===== src/rtl/coherence_pkg.sv =====
// Shared types and constants for the two-cache snooping coherence controller.
package coherence_pkg;

  localparam int unsigned NCACHE = 2;

  typedef enum logic [1:0] {
    RAM_FREE   = 2'd0,
    RAM_BUSY   = 2'd1,
    RAM_ACCESS = 2'd2,
    RAM_ERROR  = 2'd3
  } ramstate_t;

  typedef enum logic [2:0] {
    IDLE  = 3'd0,
    SNOOP = 3'd1,
    RESP  = 3'd2,
    CCWB1 = 3'd3,
    CCWB2 = 3'd4,
    GRANT = 3'd5,
    MEMWB = 3'd6
  } cc_state_t;

endpackage


===== src/rtl/cc_rr_arbiter.sv =====
// Two-way round-robin grant; the pointer only breaks ties and toggles on advance.
module cc_rr_arbiter
  import coherence_pkg::*;
(
  input  logic              CLK,
  input  logic              nRST,
  input  logic [NCACHE-1:0] req_i,
  input  logic              advance_i,
  output logic              grant_o
);

  logic rr_ptr_q;

  always_ff @(posedge CLK or negedge nRST) begin
    if (!nRST) begin
      rr_ptr_q <= 1'b0;
    end else if (advance_i) begin
      rr_ptr_q <= ~rr_ptr_q;
    end
  end

  // A lone requester wins outright; on contention the pointer decides.
  assign grant_o = (&req_i) ? rr_ptr_q : req_i[1];

endmodule


===== src/rtl/coherence_ctrl.sv =====
// Bus-side coherence controller: serialises snoops between two write-back
// data caches and multiplexes their traffic onto a single-port RAM.
module coherence_ctrl #(
  parameter int unsigned ADDR_W = 32,
  parameter int unsigned NCACHE = 2
) (
  input  logic                           CLK,
  input  logic                           nRST,
  input  logic [NCACHE-1:0]              cctrans,
  input  logic [NCACHE-1:0]              ccwrite,
  input  logic [NCACHE-1:0]              dREN,
  input  logic [NCACHE-1:0]              dWEN,
  input  logic [NCACHE-1:0][ADDR_W-1:0]  daddr,
  input  logic [NCACHE-1:0][ADDR_W-1:0]  dstore,
  output logic [NCACHE-1:0]              ccwait,
  output logic [NCACHE-1:0]              ccinv,
  output logic [NCACHE-1:0][ADDR_W-1:0]  ccsnoopaddr,
  output logic [NCACHE-1:0]              dwait,
  output logic [NCACHE-1:0][ADDR_W-1:0]  dload,
  output logic                           ramREN,
  output logic                           ramWEN,
  output logic [ADDR_W-1:0]              ramaddr,
  output logic [ADDR_W-1:0]              ramstore,
  input  logic [ADDR_W-1:0]              ramload,
  input  logic [1:0]                     ramstate
);
  import coherence_pkg::*;

  if (NCACHE != coherence_pkg::NCACHE) begin : g_ncache_check
    $error("coherence_ctrl supports exactly two caches");
  end

  cc_state_t         state_q, state_d;
  logic              owner_q, owner_d;
  logic              peer_c;
  logic              arb_grant_c;
  logic              txn_done_c;
  logic              ram_acc_c;
  logic [NCACHE-1:0] req_c;

  assign peer_c    = ~owner_q;
  assign req_c     = cctrans | dREN | dWEN;
  assign ram_acc_c = (ramstate_t'(ramstate) == RAM_ACCESS);
  assign dload     = {NCACHE{ramload}};

  cc_rr_arbiter u_arb (
    .CLK       (CLK),
    .nRST      (nRST),
    .req_i     (req_c),
    .advance_i (txn_done_c),
    .grant_o   (arb_grant_c)
  );

  always_ff @(posedge CLK or negedge nRST) begin
    if (!nRST) begin
      state_q <= IDLE;
      owner_q <= 1'b0;
    end else begin
      state_q <= state_d;
      owner_q <= owner_d;
    end
  end

  always_comb begin
    state_d     = state_q;
    owner_d     = owner_q;
    txn_done_c  = 1'b0;
    ccwait      = '0;
    ccinv       = '0;
    ccsnoopaddr = '0;
    dwait       = '1;
    ramREN      = 1'b0;
    ramWEN      = 1'b0;
    ramaddr     = '0;
    ramstore    = '0;

    case (state_q)
      IDLE: begin
        // A read without cctrans is held here until the miss is announced.
        if (|req_c) begin
          owner_d = arb_grant_c;
          if (cctrans[arb_grant_c]) begin
            state_d = SNOOP;
          end else if (dWEN[arb_grant_c]) begin
            state_d = MEMWB;
          end
        end
      end
      SNOOP, RESP, CCWB1, CCWB2: begin
        ccwait[peer_c]      = 1'b1;
        ccsnoopaddr[peer_c] = daddr[owner_q];
        ccinv[peer_c]       = ccwrite[owner_q] | dREN[owner_q];
        if (state_q == SNOOP) begin
          state_d = RESP;
        end else if (state_q == RESP) begin
          state_d = (cctrans[peer_c] & ccwrite[peer_c]) ? CCWB1 : GRANT;
        end else begin
          // Peer dirty-line writeback, one word per RAM access.
          ramWEN        = dWEN[peer_c];
          ramaddr       = daddr[peer_c];
          ramstore      = dstore[peer_c];
          dwait[peer_c] = ~(dWEN[peer_c] & ram_acc_c);
          if (ram_acc_c) begin
            state_d = (state_q == CCWB1) ? CCWB2 : GRANT;
          end
        end
      end
      GRANT: begin
        ccinv[owner_q] = 1'b1;
        ramREN         = dREN[owner_q];
        ramaddr        = daddr[owner_q];
        dwait[owner_q] = ~(dREN[owner_q] & ram_acc_c);
        if (!(cctrans[owner_q] | dREN[owner_q])) begin
          state_d    = IDLE;
          txn_done_c = 1'b1;
        end
      end
      MEMWB: begin
        ramWEN         = dWEN[owner_q];
        ramaddr        = daddr[owner_q];
        ramstore       = dstore[owner_q];
        dwait[owner_q] = ~(dWEN[owner_q] & ram_acc_c);
        if (!dWEN[owner_q]) begin
          state_d    = IDLE;
          txn_done_c = 1'b1;
        end
      end
      default: begin
        state_d = IDLE;
      end
    endcase
  end

endmodule


===== config.mk =====
export PLATFORM = sky130hd
export DESIGN_NAME = coherence_ctrl
export DESIGN_NICKNAME = d
export VERILOG_FILES = /design/src/rtl/coherence_pkg.sv /design/src/rtl/cc_rr_arbiter.sv /design/src/rtl/coherence_ctrl.sv
export SDC_FILE = /design/constraint.sdc
export NUM_CORES = 1
export LEC_CHECK = 0
export BUFFER_PORTS_ARGS = -buffer_cell sky130_fd_sc_hd__buf_2
export CAP_MARGIN = 30
export CORE_AREA = 2 2 146 148
export DETAILED_ROUTE_END_ITERATION = 7
export DIE_AREA = 0 0 148 150
export GPL_ROUTABILITY_DRIVEN = 0
export HOLD_SLACK_MARGIN = 0.03
export PLACE_DENSITY = 0.51
export SLEW_MARGIN = 15
export SYNTH_ARGS = -nofsm -noshare
export SYNTH_HDL_FRONTEND = slang
export SYNTH_SLANG_ARGS = --single-unit

===== constraint.sdc =====
create_clock -name CLK -period 3.2 [get_ports CLK]
set_input_delay 0.16 -clock CLK [delete_from_list [all_inputs] [get_ports CLK]]
set_output_delay 0.16 -clock CLK [all_outputs]
set_load 0.03 [all_outputs]

Yosys cells after proc, flatten, opt, wreduce, memory -nomap -nowiden
Index checks and enable logic that the tools add are counted.
- magnitude comparators: 5
- eq/ne operators: 12
- mux-type cells: 63
- bitwise logic cells: 20
- reduce and logical (&&, ||, !) cells: 9
- operator list (cell ; count):
    $mux W32 ; 13
    $pmux W32 S2 ; 2
    $and A64 B64 Y64 ; 1
    $mux W64 ; 1
    $demux W32 S1 ; 1
    $mux W1 ; 27
    $mux W3 ; 9
    $pmux W3 S4 ; 1
    $or A2 B2 Y2 ; 5
    $eq A3 B3 Y1 const B ; 3
    $eq A3 B2 Y1 const B ; 2
    $lt A1 B2 Y1 const B ; 3
    $mux W2 ; 3
    $ne A2 B2 Y1 const B ; 3
    $pmux W2 S3 ; 1
    $not A1 Y1 ; 5
    $reduce_and A5 Y1 ; 1
    $and A1 B1 Y1 ; 4
    $ne A4 B4 Y1 const B ; 1
    $not A2 Y2 ; 2
    $pmux W1 S2 ; 2
    $pmux W2 S2 ; 1
    $reduce_and A2 Y1 ; 2
    $reduce_or A2 Y1 ; 2
    other kinds (10) ; 14
- register bits: 5
- input port bits: 172
- word-level logic and storage cells: 112

Longest topological paths before layout
- word-level depth: 10
- mapped depth: 7
- mapped depth without buffers: 5

By module
From an unflattened synthesis, not the netlist that was laid out.
- cell total of the unflattened synthesis: 462
- area, all modules: 3174.3 sq um
- modules (own cells, without submodules) (module ; instances ; cells each ; area an instance (sq um) ; seq. area each (sq um)):
    coherence_ctrl ; 1 ; 458 ; 3125.5 ; 100.1
    cc_rr_arbiter ; 1 ; 4 ; 48.8 ; 25.0

Worst setup path before layout
No wires, ideal clock.
- kind: reg-to-output
- start point: register state_q[1]
- end point: output port ramaddr[0]
- arrival time: 2022 ps
- slack: 1018 ps
- cell stages (with the launch flop): 7
- path through: dfrtp_1 -> nand2b_1 -> o2bb2ai_1 -> clkbuf_1 -> clkbuf_1 -> a22oi_1 -> a21oi_1
- cells in the longest elaborated chain, start to end: 4
- elaborated cells between the ends (all ways): 11
- classes of those cells: eq/ne: 6; mux: 3; reduce/logical: 2
- ends and longest elaborated chain (what ; line ; RTL):
    start, declared ; coherence_ctrl.sv:33 ; cc_state_t state_q, state_d;
    start signal, assigned ; coherence_ctrl.sv:59 ; state_q <= state_d;
    $eq A3 B2 Y1 ; coherence_ctrl.sv:77, coherence_ctrl.sv:95 ;
    $mux W32 ; coherence_ctrl.sv:95 ; end else if (state_q == RESP) begin
    $mux W32 ; coherence_ctrl.sv:93 ; if (state_q == SNOOP) begin
    $pmux W32 S2 * ; coherence_ctrl.sv:77 ; case (state_q)
    end, declared ; coherence_ctrl.sv:22 ; output logic [ADDR_W-1:0] ramaddr,
Mark *: on every way between the ends. The rest lies on a longest branch, timed or not.

Worst setup path in the final report
- start point: register state_q[1]
- end point: output port ramaddr[12]
Same word-level chain as after synthesis.

==> results.toml <==
[sta]
max_freq_mhz = 357
finClkSkew_ps = 1.59
hold_viol = 0
slew_viol_final = 0
period_minus_slack_ps = 2800
setup_viol = 0
worst_slew_pin_slew_ps = 645
maxSlewHeadroom = 0.570
fin_tns_setup_ps = 0
period_share = 0.875
worst_slack_ps = 400
rsz0062_at_grt = "no"

[finish]
fillers = 2393
drive_gt1_frac = 0.471
n_antenna_cell = 0
area_growth_pct = 40.4
layout.nets = 804
mostFrequentLayoutCells = "buf_2, a21oi_1, and2_1"
final_common_cell = "buf_2"

[clocking]
cts_resized = 0
clk_pin_slew_worst_paths_ps = 30
postCtsSetupBuffers = 0
clock_latency_ps = 220
cts_sinks = 5
hold_buffers = 1
clk_path_buf_depth = 2
htreeDepth = 1
clock-root-buffer = "clkbuf_16"
cts_buffers = 3
tritoncts = "built"

[pwr]
p_per_area_mw_per_mm2 = 1490
finalPower_mw = 6.47
max-vdd-ir-drop_mv = 0.507
leakagePower_nw = 2.06

[logic_synthesis]
synth_nets = 632
synth_seq_cells = 5
muxShareOfSynthArea = 0.0255
syn_area_mm2 = 0.00309
synthSimpleGateAreaFrac = 0.194
ys_types = 42
synth_xor_area_frac = 0.00567
yosysWarningCount = 0
synth_ff_type = "dfrtp_1"
synthArstFlopShare = 1.00
synth_compound_area_frac = 0.507
synth_seq_area_share = 0.0405
synth_fa_ha_area_frac = 0
syn_avg_cell_area_um2 = 6.72
synth_top_family_by_area = "compound AO/OA/AOI/OAI gates"
synth_edf_count = 0
synthCells = 460

[critical_path]
end_kind = "output port"
cp.arrival_ps = 2640
critPathLaunch = "state_q[1]"
critPathKind = "reg2out"
worst-r2r-setup-slack_ps = 870
path_max_fanout = 44
cp.required_ps = 3040
startpoint_type = "register"
r2r_start = "state_q[1]"

[floorplan]
die_h_um = 150
die-area_mm2 = 0.0222
coreArea_mm2 = 0.0207
row_count = 53
pin_count = 372
start_util = 0.149
die-width_um = 148

[place]
hpwlAfterDp_mm = 10.1
dpl_worst_slack_ps = 597
io_buffers = 275

[grt]
grt_antenna_before_repair = 0
gr-total-overflow = 0
grt_pass1_wl_mm = 18.8
grt_pass1_vias = 3548
grtUsageTotal = 0.102
grt_max_degree = 69

[drt]
drt_wl_total_mm = 13.0
drc = 0
vias = 4240
first_iter_violations = 161
avgViaCountPerCell = 4.68
firstDrtPassIters = 5
wl_per_cell_um = 14.3
antenna_left = 0

[hold_path]
hp-class = "in2async"

[status]
status = "finished, final reports clean"

[flow_run]
maxCapViolations = 0
==> flip-flops by register name (all words and copies together), names as in the netlist <==
name and cells:
owner_q 1, state_q 3, u_arb.rr_ptr_q 1
==> worst paths after layout <==
kind	cells after the start	to
min in group CLK	3	owner_q
max in group asynchronous	2	owner_q
setup / recovery	6	ramaddr[12]
hold / removal	2	u_arb.rr_ptr_q
setup reg to reg	5	state_q[2]
hold reg to reg	2	owner_q
==> power breakdown <==
group	switching [mW]	total [mW]	internal (mW)
logic	4.13	6.03	1.90
registers	0.146	0.248	0.102
clock network	0.0366	0.201	0.165
==> cell families after synthesis <==
| group | Yosys count |
|---|---|
| buffers and inverters | 122 |
| xor gates and xnor gates | 2 |
| and+or+nand+nor | 102 |
| muxes | 7 |
| AOI/OAI and AO/OA | 222 |
| DFF | 5 |
==> layout make-up <==
cell class                 instances  area [um^2]  area share
sequential                         5          129      0.0297
inverter                           4         15.0     0.00346
multi-input combinational        333         2280       0.527
clock buffer                       4         78.8      0.0182
timing repair buffer             285         1490       0.343
tap                              275          344      0.0793
==> cell usage after synthesis, types with 2 or more instances <==
cell type | count | area share
a32oi_1 | 2 | 0.0057
a21oi_1 | 69 | 0.11
a221oi_1 | 63 | 0.18
nor3_1 | 4 | 0.0065
mux2i_1 | 3 | 0.0097
a22o_1 | 2 | 0.0057
nand3_1 | 2 | 0.0032
nand2b_1 | 4 | 0.0081
buf_1 | 6 | 0.0073
nand2_1 | 6 | 0.0073
buf_2 | 4 | 0.0065
and2_1 | 65 | 0.13
inv_1 | 4 | 0.0049
mux2_2 | 3 | 0.011
dfrtp_1 | 5 | 0.041
buf_4 | 64 | 0.16
o21ai_0 | 7 | 0.011
o21bai_1 | 3 | 0.0073
nand3b_1 | 3 | 0.0073
a22oi_1 | 63 | 0.15
or3_1 | 3 | 0.0061
nor2_1 | 10 | 0.012
o22ai_1 | 3 | 0.0061
clkbuf_1 | 44 | 0.053
==> worst max-delay path, cell delays in order, from the launching register on <==
cell       delay [ps]
dfrtp_1           540
nand2b_1          330
o2bb2ai_4         480
buf_4             470
a22oi_1           160
a21oi_1           180
buf_2             230
==> routing by layer <==
metal / part of all wire / routed length (um) / up-vias / track usage
li1: - / - / 2063 / -
met1: 0.40 / 5190 / 1947 / 0.126
met2: 0.49 / 6410 / 205 / 0.183
met3: 0.090 / 1170 / 25 / 0.0220
met4: 0.014 / 182 / 0 / 0.0167
met5: 0 / 0 / - / 0
==> stage by stage <==
| step | utilization | cells | hold WS (ps) | cell area, um^2 |
|---|---|---|---|---|
| finish | 0.210 | 906 | 278 | 4340 |
| global route | 0.210 | 906 | 302 | 4340 |
| CTS | 0.210 | 906 | 280 | 4340 |
| detailed placement | 0.205 | 901 | -16.2 | 4250 |
| global placement | 0.205 | 900 | -15.8 | 4230 |
| floorplan | - | 460 | -136 | 3090 |
(Power assumes the default switching activity.)
